<file path="config.mk">
export PLATFORM = sky130hd
export DESIGN_NAME = bitmap_encoder
export DESIGN_NICKNAME = d
export VERILOG_FILES = /design/src/rtl/bitmap_encoder.sv
export SDC_FILE = /design/constraint.sdc
export NUM_CORES = 1
export LEC_CHECK = 0
export CAP_MARGIN = 10
export CORE_MARGIN = 4
export CORE_UTILIZATION = 53
export DETAILED_ROUTE_END_ITERATION = 10
export PLACE_DENSITY = 0.75
export SLEW_MARGIN = 20
export SYNTH_ARGS = -nofsm -noshare
export SYNTH_HDL_FRONTEND = slang
export SYNTH_SLANG_ARGS = --single-unit
</file>
<file path="constraint.sdc">
create_clock -name clk -period 4.2 [get_ports clk]
set_input_delay 0.63 -clock clk [delete_from_list [all_inputs] [get_ports clk]]
set_output_delay 0.63 -clock clk [all_outputs]
set_load 0.03 [all_outputs]
</file>
<file path="src/rtl/bitmap_encoder.sv">
// rtl/bitmap_encoder.sv - serialises a FANOUT-wide bitmap into a stream of set-bit indices (option: ENC_MSB_FIRST_EN)
module bitmap_encoder #(
    parameter int FANOUT  = 64,
    parameter int IO_SIZE = $clog2(FANOUT)
) (
    input  logic               clk,
    input  logic               reset,
    input  logic [FANOUT-1:0]  inBus,
    input  logic               inValid,
    output logic               inReady,
    output logic [IO_SIZE-1:0] outIdx,
    output logic               outValid,
    input  logic               outReady,
    output logic               outLast,
    output logic               zeroErr
);

    typedef enum logic {
        S_IDLE  = 1'b0,
        S_DRAIN = 1'b1
    } state_t;

    state_t               r_state;
    state_t               w_state_nxt;
    logic [FANOUT-1:0]    r_pending;
    logic [FANOUT-1:0]    w_pending_nxt;
    logic [IO_SIZE-1:0]   r_idx;
    logic [IO_SIZE-1:0]   w_idx_nxt;
    logic                 r_valid;
    logic                 w_valid_nxt;
    logic                 r_last;
    logic                 w_last_nxt;
    logic                 r_zero_err;
    logic                 w_zero_err_nxt;

    logic [FANOUT-1:0]    w_remain;
    logic [IO_SIZE-1:0]   w_sel_in;
    logic [IO_SIZE-1:0]   w_sel_remain;
    logic                 w_single_in;
    logic                 w_single_remain;

    // Picks the index emitted first from a bitmap; only set bits are ever
    // chosen, so indices >= FANOUT cannot appear for non-power-of-2 widths.
    function automatic logic [IO_SIZE-1:0] f_select(input logic [FANOUT-1:0] v);
        logic [IO_SIZE-1:0] idx;
        idx = '0;
`ifdef ENC_MSB_FIRST_EN
        for (int i = 0; i < FANOUT; i++) begin
            if (v[i]) idx = IO_SIZE'(i);
        end
`else
        for (int i = FANOUT - 1; i >= 0; i--) begin
            if (v[i]) idx = IO_SIZE'(i);
        end
`endif
        return idx;
    endfunction

    // True when exactly one bit is set: the selected index is then the last.
    function automatic logic f_single(input logic [FANOUT-1:0] v);
        return (v != '0) && ((v & (v - FANOUT'(1))) == '0);
    endfunction

    assign w_remain        = r_pending & ~(FANOUT'(1) << r_idx);
    assign w_sel_in        = f_select(inBus);
    assign w_sel_remain    = f_select(w_remain);
    assign w_single_in     = f_single(inBus);
    assign w_single_remain = f_single(w_remain);

    assign inReady  = (r_state == S_IDLE);
    assign outIdx   = r_idx;
    assign outValid = r_valid;
    assign outLast  = r_last;
    assign zeroErr  = r_zero_err;

    // Next-state and next-output decode; everything holds unless a handshake occurs.
    always_comb begin
        w_state_nxt    = r_state;
        w_pending_nxt  = r_pending;
        w_idx_nxt      = r_idx;
        w_valid_nxt    = r_valid;
        w_last_nxt     = r_last;
        w_zero_err_nxt = 1'b0;
        case (r_state)
            S_IDLE: begin
                if (inValid) begin
                    if (inBus != '0) begin
                        w_pending_nxt = inBus;
                        w_idx_nxt     = w_sel_in;
                        w_valid_nxt   = 1'b1;
                        w_last_nxt    = w_single_in;
                        w_state_nxt   = S_DRAIN;
                    end else begin
                        w_zero_err_nxt = 1'b1;
                    end
                end
            end
            S_DRAIN: begin
                if (r_valid && outReady) begin
                    w_pending_nxt = w_remain;
                    if (w_remain == '0) begin
                        w_valid_nxt = 1'b0;
                        w_last_nxt  = 1'b0;
                        w_state_nxt = S_IDLE;
                    end else begin
                        w_idx_nxt  = w_sel_remain;
                        w_last_nxt = w_single_remain;
                    end
                end
            end
            default: w_state_nxt = S_IDLE;
        endcase
    end

    // State and registered outputs; reset discards any partially drained bitmap.
    always_ff @(posedge clk or posedge reset) begin
        if (reset) begin
            r_state    <= S_IDLE;
            r_pending  <= '0;
            r_idx      <= '0;
            r_valid    <= 1'b0;
            r_last     <= 1'b0;
            r_zero_err <= 1'b0;
        end else begin
            r_state    <= w_state_nxt;
            r_pending  <= w_pending_nxt;
            r_idx      <= w_idx_nxt;
            r_valid    <= w_valid_nxt;
            r_last     <= w_last_nxt;
            r_zero_err <= w_zero_err_nxt;
        end
    end

endmodule

</file>
**Yosys cells after proc, flatten, opt, wreduce, memory -nomap -nowiden**

Cells that the tools add are included.

- Register bits after elaboration: 74
- Output and inout port bits: 10
- Logic and storage cells: 185

- Add/subtract/negate cells: 2
- Eq/ne operators: 5
- Shifts and indexed selects: 1
- Muxes and demuxes: 155
- Bitwise operators: 5
- Reductions and logical operators: 11

Operators by type and width:

| kind | number |
|---|---|
| $mux W6 | 132 |
| $and A64 B64 Y64 | 3 |
| $logic_not A64 Y1 | 3 |
| $mux W64 | 3 |
| $pmux W64 S2 | 1 |
| $reduce_bool A64 Y1 | 2 |
| $sub A64 B1 Y64 const B | 2 |
| $not A64 Y64 | 1 |
| $shl A1 B6 Y64 const A | 1 |
| $mux W1 | 15 |
| $pmux W6 S2 | 1 |
| $reduce_and A4 Y1 | 2 |
| $ne A2 B1 Y1 const B | 3 |
| $pmux W1 S2 | 3 |
| $ne A2 B2 Y1 const B | 2 |
| $logic_and A1 B1 Y1 | 3 |
| $reduce_and A3 Y1 | 1 |
| $not A1 Y1 | 1 |

**Logic depth before layout (Yosys ltp)**

Gate-level depths: netlist (run 1).

- Depth in word-level cells: 70
- Gate-level depth with buffers: 15
- Gate-level depth less buffers: 10

**Worst setup path after synthesis (run 1)**

Ideal clock, no wire load.

- Kind: reg2reg
- From: register r_idx[0], in the netlist outIdx[0]
- To: register r_last, in the netlist outLast
- Library setup time: 0.092 ns
- Arrival time: 3.665 ns
- Setup slack: 0.444 ns
- Cell stages (with the launch flop): 15
- Buffers on the path: 5
- Cells stage by stage: dfrtp_1 -> buf_2 -> buf_6 -> buf_4 -> buf_2 -> mux2i_1 -> a31oi_1 -> nor2_1 -> nand4_2 -> buf_6 -> nor4_4 -> a21oi_1 -> or4_1 -> or4_1 -> o31ai_2

- Longest elaborated chain between the ends: 10
- Elaborated cells between the ends (all ways): 12
- Those cells by class: add/sub (1); shift (1); mux (3); bitwise (3); reduce/logical (4)

RTL lines:

| item | line | source |
|---|---|---|
| start: declaration | 27 | `logic [IO_SIZE-1:0] r_idx;` |
| start signal: assignment | 127 | `r_idx <= w_idx_nxt;` |
| $shl A1 B6 Y64 * | 64 | `assign w_remain = r_pending & ~(FANOUT'(1) << r_idx);` |
| $not A64 Y64 * | 64 |  |
| $and A64 B64 Y64 * | 64 |  |
| $sub A64 B1 Y64 | 61 | `return (v != '0) && ((v & (v - FANOUT'(1))) == '0);` |
| $and A64 B64 Y64 | 61 |  |
| $logic_not A64 Y1 | 61 |  |
| $logic_and A1 B1 Y1 | 61 |  |
| $mux W1 * | 101 | `if (w_remain == '0) begin` |
| $mux W1 * | 99 | `if (r_valid && outReady) begin` |
| $pmux W1 S2 * | 84 | `case (r_state)` |
| end signal: assignment | 129 | `r_last <= w_last_nxt;` |
| end: declaration | 31 | `logic r_last;` |

Mark *: on every way between the ends. The rest lies on a longest branch, timed or not. The select of a mux whose other input is x is not followed.
A chain may end at the register's enable or synchronous reset.

**Worst setup path after layout (run 1)**

- From: register r_idx[4], in the netlist outIdx[4]
- To: register r_last, in the netlist outLast

Same word-level chain as after synthesis.

==> results by group, run 1 <==
Min path
  • Hold Path End: r_pending[62]$_DFFE_PP0P_
  • Hold Startpoint: r_pending[62]$_DFFE_PP0P_
  • Hold crit path type: reg -> reg
  • Hold Path Cell Cnt: 2

Global routing
  • Vias in the first global route: 9580
  • Tot GR Track Use: 0.439
  • Initial antenna violation count: 0
  • Largest net degree at the start of global routing: 59
  • Global-route wire length before repair: 55900 um
  • Total global routing overflow: 0

STA
  • Fin. max-slew vios: 0
  • Fin crit period: 4.09 ns
  • Period utilization: 0.974
  • Final Worst Setup Slack: 0.109 ns
  • Final hold violation count: 0
  • Worst rel slew slack: 0.395
  • Fmax: 244 MHz
  • Worst Skew: 0.0146 ns
  • Worst-margin pin slew: 0.899 ns
  • Final setup vio count: 0
  • RSZ-0062 raised after global routing: no
  • Hold slack: 0.495 ns
  • Setup TNS: 0 ns

Synth
  • Post-synth EDFFs: 0
  • Count leader, synth: nand2_1
  • Synth warnings: 0
  • Gate Count Post-Synth: 1110
  • Post-synth top area share: 0.237
  • Synth area leaders: dfrtp_1, nand2_1, o21ai_0, a21oi_1, nor2_1
  • Netlist cell types: 84
  • Cell Area, Synth: 7800 um2
  • Ys async rst share: 1.00
  • Synth Flop Type: dfrtp_1
  • Post-Syn Area per Cell: 7.03 um2
  • Synthesized Nets: 1178
  • Area leader, netlist: dfrtp_1
  • Seq/Total Area, Yosys: 0.237
  • Synth cell count leaders: nand2_1, o21ai_0, nor2_1, a21oi_1, dfrtp_1
  • #FFs+latches synth: 74

Finish
  • Post-Layout Inst Area: 10200 um2
  • # diodes: 0
  • Synth-to-Final Area Change: 31.1%
  • Layout Cells excl Fill: 1495
  • Finished Core Util: 0.707
  • Nets: 1374
  • Share of post-route cells with drive strength above 1: 0.173

CTS
  • Worst skew pair latency: 0.36 ns
  • Num CTS Buffers: 9
  • # hold bufs at CTS: 0
  • CTS tree: done
  • Clk buf depth: 2
  • Post-cts sizing count: 0
  • Post-CTS setup repair buffer count: 0
  • Clock sink count: 74
  • Clk root buf: clkbuf_16
  • Register clock-pin slew on the reported worst setup and hold paths: 0.06 ns
  • H-tree depth: 3

Floorplanning
  • Die Wd: 129 um
  • Row Count: 44
  • Core Region: 14500 um2
  • Initial core utilization: 0.539
  • IO Pins: 78
  • Die footprint: 16700 um2
  • Die span in y: 129 um

Worst setup path
  • CP Cell Sequence: buf_4 > or4_1 > o21a_1 > a31oi_2 > nand4_4 > nor4_2 > a22oi_1 > nor4b_2 > buf_4 > o211ai_1 > or4_1 > o31ai_2
  • CP max FO: 8
  • Crit. End Element: flip-flop
  • Slowest-stage cell, CP: or4_1
  • Worst R2R Start: outIdx[4]$_DFFE_PP0P_
  • Worst path arrival time: 4.35 ns
  • Flop2flop setup slack: 0.11 ns
  • R2R depth: 12
  • Required time worst endpoint: 4.46 ns
  • CP top delay family: simple AND/OR/NAND/NOR gates
  • Critical Setup Path Class: reg -> reg
  • CP max stage delay: 0.62 ns
  • Worst Setup Start Kind: flip-flop
  • RR Endpoint: outLast$_DFFE_PP0P_
  • Buf/Inv on CP: 2

Routing
  • Met2 WL: 14700 um
  • Routed Antenna Nets: 0
  • Met3 WL: 5680 um
  • Final WL: 36500 um
  • TritonRoute pass-1 iters: 6
  • Top layer in use: met4
  • WL/cell: 24.4 um
  • Via density: 7.03
  • Vias: 10500
  • DRT met1 WL: 14000 um
  • Drt first-iter violations: 1632
  • # DRC: 0

Power and ir drop
  • Pwr/cell area: 616 nW/um2
  • Peak supply drop: 0.000318 V
  • Leak: 4.21 nW
  • Total Power: 6.30 mW

Placement
  • Area after DPL: 9880 um2
  • I/O Buffers: 77
  • Placed insts: 1479
  • RePlAce Congestion: 1.09
  • Post-DP HPWL: 28400 um
  • Pre-CTS WS: 0.000477 ns

Flow run
  • Max-Cap Viols: 0

Run status
  • Status: finished clean
==> routing by layer <==
metal / vias to the layer above / global-route usage
met4: 0 / 0.213
met5: - / 0
met1: 4797 / 0.610
met2: 922 / 0.614
li1: 4620 / -
met3: 169 / 0.141
==> registers in the layout (all words and copies together), names as in the netlist <==
signal / flops
outIdx: 6
outLast: 1
outValid: 1
r_pending: 64
r_state: 1
zeroErr: 1
==> layout by cell type, fill, tap and decap left out, drive strengths merged, types with 6 or more instances in the layout <==
master         count
nand3             28
nand2b            15
and2               7
a21o               8
inv               28
or2               10
nor2             104
buf              174
o31ai             15
clkbuf            10
a31oi             31
nor3              43
mux2i             38
o21a              24
a22o              23
o22ai              7
nand4             12
o221ai             6
a21oi             84
a211oi            12
a21boi            12
or3                8
nor2b             12
o211ai             8
clkdlybuf4s50     77
o21ai            121
dfrtp             74
nor4              28
or4               21
nand2            166
==> where the power goes <==
group          switching (mW)  total (mW)  internal (mW)  leakage (nW)
Combinational            2.36        3.98           1.62          3.14
Clock                   0.359       0.882          0.523         0.149
Sequential              0.425        1.44           1.01         0.927
==> worst reg2reg max path, stage by stage, from the launching register on <==
cell	delay (ns)
dfrtp_1	0.51
buf_4	0.23
or4_1	0.50
o21a_1	0.21
a31oi_2	0.27
nand4_4	0.23
nor4_2	0.45
a22oi_1	0.14
nor4b_2	0.32
buf_4	0.17
o211ai_1	0.11
or4_1	0.62
o31ai_2	0.24
==> cells by family after synthesis <==
kind of cell,count (synthesis),synth area share
and+or+nand+nor,481,0.306
AOI/OAI and AO/OA,415,0.346
buffers and inverters,94,0.0510
DFF,74,0.237
muxes,43,0.0559
adders and majority gates,3,0.00385
==> cell type report <==
type                       count  area, um2
multi-input combinational    942       5620
fill                        1289       4250
timing repair buffer         251       2100
sequential                    74       1850
tap                          184        230
clock buffer                  10        229
inverter                      28        106
clock inverter                 6       88.8
==> worst max path at each step <==
stage,start,end,slack (ns),cells after the start
2_1_floorplan,outIdx[0]$_DFFE_PP0P_,outLast$_DFFE_PP0P_,0.44,14
3_3_place_gp,inBus[23],outLast$_DFFE_PP0P_,0.04,11
3_5_place_dp,inBus[19],outLast$_DFFE_PP0P_,0.0005,11
4_1_cts,outIdx[4]$_DFFE_PP0P_,outLast$_DFFE_PP0P_,0.02,12
5_1_grt,outIdx[1]$_DFFE_PP0P_,outLast$_DFFE_PP0P_,0.02,11
6_report,outIdx[4]$_DFFE_PP0P_,outLast$_DFFE_PP0P_,0.11,12
No activity file was read; power rests on OpenSTA's default activity.
==> run 2, diff against run 1 <==
- CELL_PAD_IN_SITES_DETAIL_PLACEMENT: default -> 1
- CELL_PAD_IN_SITES_GLOBAL_PLACEMENT: default -> 1
- CORE_UTILIZATION: 53 -> 43
- PLACE_DENSITY: 0.75 -> default
- PLACE_DENSITY_LB_ADDON: default -> 0.1
==> results by group, run 2 (synthesis gave the netlist of run 1 again) <==
Min path
  • Hold Path End: r_pending[5]$_DFFE_PP0P_ (was r_pending[62]$_DFFE_PP0P_)
  • Hold crit path type: reg -> reg (unchanged)
  • Hold Startpoint: r_pending[5]$_DFFE_PP0P_ (was r_pending[62]$_DFFE_PP0P_)
  • Hold Path Cell Cnt: 2 (unchanged)

CTS
  • CTS tree: done (unchanged)
  • Clock sink count: 74 (unchanged)
  • Worst skew pair latency: 0.37 ns (was 0.36 ns)
  • H-tree depth: 3 (unchanged)
  • Num CTS Buffers: 9 (unchanged)
  • Clk root buf: clkbuf_16 (unchanged)
  • Clk buf depth: 2 (unchanged)
  • # hold bufs at CTS: 0 (unchanged)
  • Register clock-pin slew on the reported worst setup and hold paths: 0.07 ns (was 0.06 ns)

Routing
  • # DRC: 0 (unchanged)
  • Vias: 10500 (about the same)
  • WL/cell: 26.6 um (was 24.4 um)
  • TritonRoute pass-1 iters: 6 (unchanged)
  • Drt first-iter violations: 1367 (was 1632)
  • Final WL: 41000 um (was 36500 um)
  • Via density: 6.83 (was 7.03)
  • Routed Antenna Nets: 0 (unchanged)

Floorplanning
  • Row Count: 49 (was 44)
  • Die span in y: 143 um (was 129 um)
  • Initial core utilization: 0.436 (was 0.539)
  • Core Region: 17900 um2 (was 14500 um2)
  • Die footprint: 20400 um2 (was 16700 um2)
  • IO Pins: 78 (unchanged)
  • Die Wd: 143 um (was 129 um)

Finish
  • Most frequent cells in the layout: buf_4, nand2_1, o21ai_0 (unchanged)
  • Max FFs per register: 64 (unchanged)
  • Nets: 1378 (was 1374)
  • # diodes: 0 (unchanged)
  • Most common cell after layout, fill and taps aside: buf_4 (unchanged)
  • Post-Layout Inst Area: 10300 um2 (was 10200 um2)
  • Share of post-route cells with drive strength above 1: 0.175 (was 0.173)
  • Largest Register: r_pending (unchanged)
  • Fillers: 2313 (was 1289)
  • Synth-to-Final Area Change: 32.3% (was 31.1%)

Flow run
  • Max-Cap Viols: 0 (unchanged)

Global routing
  • Vias in the first global route: 10300 (was 9580)
  • Tot GR Track Use: 0.396 (was 0.439)
  • Global-route wire length before repair: 61600 um (was 55900 um)
  • Total global routing overflow: 0 (unchanged)
  • Initial antenna violation count: 0 (unchanged)
  • Largest net degree at the start of global routing: 54 (was 59)

Power and ir drop
  • Leak: 4.24 nW (was 4.21 nW)
  • Peak supply drop: 0.000564 V (was 0.000318 V)
  • Pwr/cell area: 615 nW/um2 (was 616 nW/um2)

Worst setup path
  • Slowest-stage cell, CP: or4_1 (unchanged)
  • Worst path arrival time: 4.40 ns (was 4.35 ns)
  • Buf/Inv on CP: 1 (was 2)
  • CP Cell Sequence: or4b_4 > o32ai_4 > and3_2 > nand4_2 > buf_4 > nor3_1 > o22ai_1 > or4_1 > or4_1 > o31ai_2 (was buf_4 > or4_1 > o21a_1 > a31oi_2 > nand4_4 > nor4_2 > a22oi_1 > nor4b_2 > buf_4 > o211ai_1 > or4_1 > o31ai_2)
  • Worst Setup Start Kind: flip-flop (unchanged)
  • Worst R2R Start: outIdx[2]$_DFFE_PP0P_ (was outIdx[4]$_DFFE_PP0P_)
  • Worst Setup SP: outIdx[2]$_DFFE_PP0P_ (was outIdx[4]$_DFFE_PP0P_)
  • RR Endpoint: outLast$_DFFE_PP0P_ (unchanged)
  • R2R depth: 10 (was 12)
  • Required time worst endpoint: 4.48 ns (was 4.46 ns)
  • CP max stage delay: 0.63 ns (was 0.62 ns)
  • CP top delay family: simple AND/OR/NAND/NOR gates (unchanged)
  • Crit. End Element: flip-flop (unchanged)
  • CP max FO: 6 (was 8)
  • Crit-path most repeated cell: or4_1
  • Flop2flop setup slack: 0.08 ns (was 0.11 ns)
  • Critical Setup Path Class: reg -> reg (unchanged)

STA
  • Worst-margin pin slew: 1.12 ns (was 0.899 ns)
  • Fmax: 243 MHz (was 244 MHz)
  • Final setup vio count: 0 (unchanged)
  • Worst Skew: 0.0135 ns (was 0.0146 ns)
  • Worst rel slew slack: 0.252 (was 0.395)
  • Period utilization: 0.980 (was 0.974)
  • Fin. max-slew vios: 0 (unchanged)
  • Final hold violation count: 0 (unchanged)
  • Fin crit period: 4.12 ns (was 4.09 ns)
  • Setup TNS: 0 ns (unchanged)

Placement
  • Post-DP HPWL: 32000 um (was 28400 um)
  • Area after DPL: 9970 um2 (was 9880 um2)
  • I/O Buffers: 77 (unchanged)
  • RePlAce Congestion: 1.01 (was 1.09)

Run status
  • Status: finished clean (unchanged)
==> run 2: through the flow <==
step | instances | power [mW] | setup WS (ns) | hold WS [ns] | utilization
CTS | 1541 | 6.13 | 0.0463 | 0.494 | 0.574
floorplan | 1110 | 3.55 | 0.444 | 0.444 | -
finish | 1543 | 6.35 | 0.0822 | 0.508 | 0.577
global placement | 1526 | 5.11 | 0.0530 | 0.466 | 0.557
detailed placement | 1526 | 5.22 | -0.0795 | 0.479 | 0.557
global route | 1543 | 6.65 | -0.0668 | 0.532 | 0.577
==> run 2: cell type report <==
| type | count | area, um2 | share of cell area |
|---|---|---|---|
| Clock inverter | 5 | 81.3 | 0.00788 |
| Clock buffer | 10 | 229 | 0.0222 |
| Multi-Input combinational cell | 942 | 5620 | 0.544 |
| Tap cell | 229 | 287 | 0.0278 |
| Inverter | 28 | 106 | 0.0103 |
| Sequential cell | 74 | 1860 | 0.180 |
| Timing Repair Buffer | 255 | 2150 | 0.208 |
==> run 2: worst max path at each step <==
stage,end,slack [ns],cells past startpoint
after global placement,outLast$_DFFE_PP0P_,0.05,12
after floorplan,outLast$_DFFE_PP0P_,0.44,14
after detailed placement,outLast$_DFFE_PP0P_,-0.08,12
after CTS,outLast$_DFFE_PP0P_,0.05,11
after global routing,outLast$_DFFE_PP0P_,-0.07,12
final,outLast$_DFFE_PP0P_,0.08,10
==> run 2: timing repair <==
action / 4_1_cts / 5_1_grt
hold endpoints to repair: 0 / 0
setup endpoints to repair: 0 / 1
gates resized for setup: 0 / 7
buffers inserted: 0 / 2
==> run 2: worst reg2reg max path: stages, from the launching register on <==
cell and delay (ns):
dfrtp_1 0.46, or4b_4 0.59, o32ai_4 0.34, and3_2 0.27, nand4_2 0.22, buf_4 0.23
nor3_1 0.36, o22ai_1 0.15, or4_1 0.57, or4_1 0.63, o31ai_2 0.21
==> run 2: metal layers <==
layer  wire length [um]  global-route usage  share of wire
met5                  0                   0              0
met4               1690               0.168          0.041
met3               4460              0.0904           0.11
met2              17400               0.575           0.42
met1              17500               0.565           0.43
==> run 2: report_power, final <==
group / leakage, nW / internal (mW) / switching, mW
registers: 0.925 / 1.01 / 0.458
logic: 3.17 / 1.59 / 2.41
clock network: 0.149 / 0.518 / 0.363
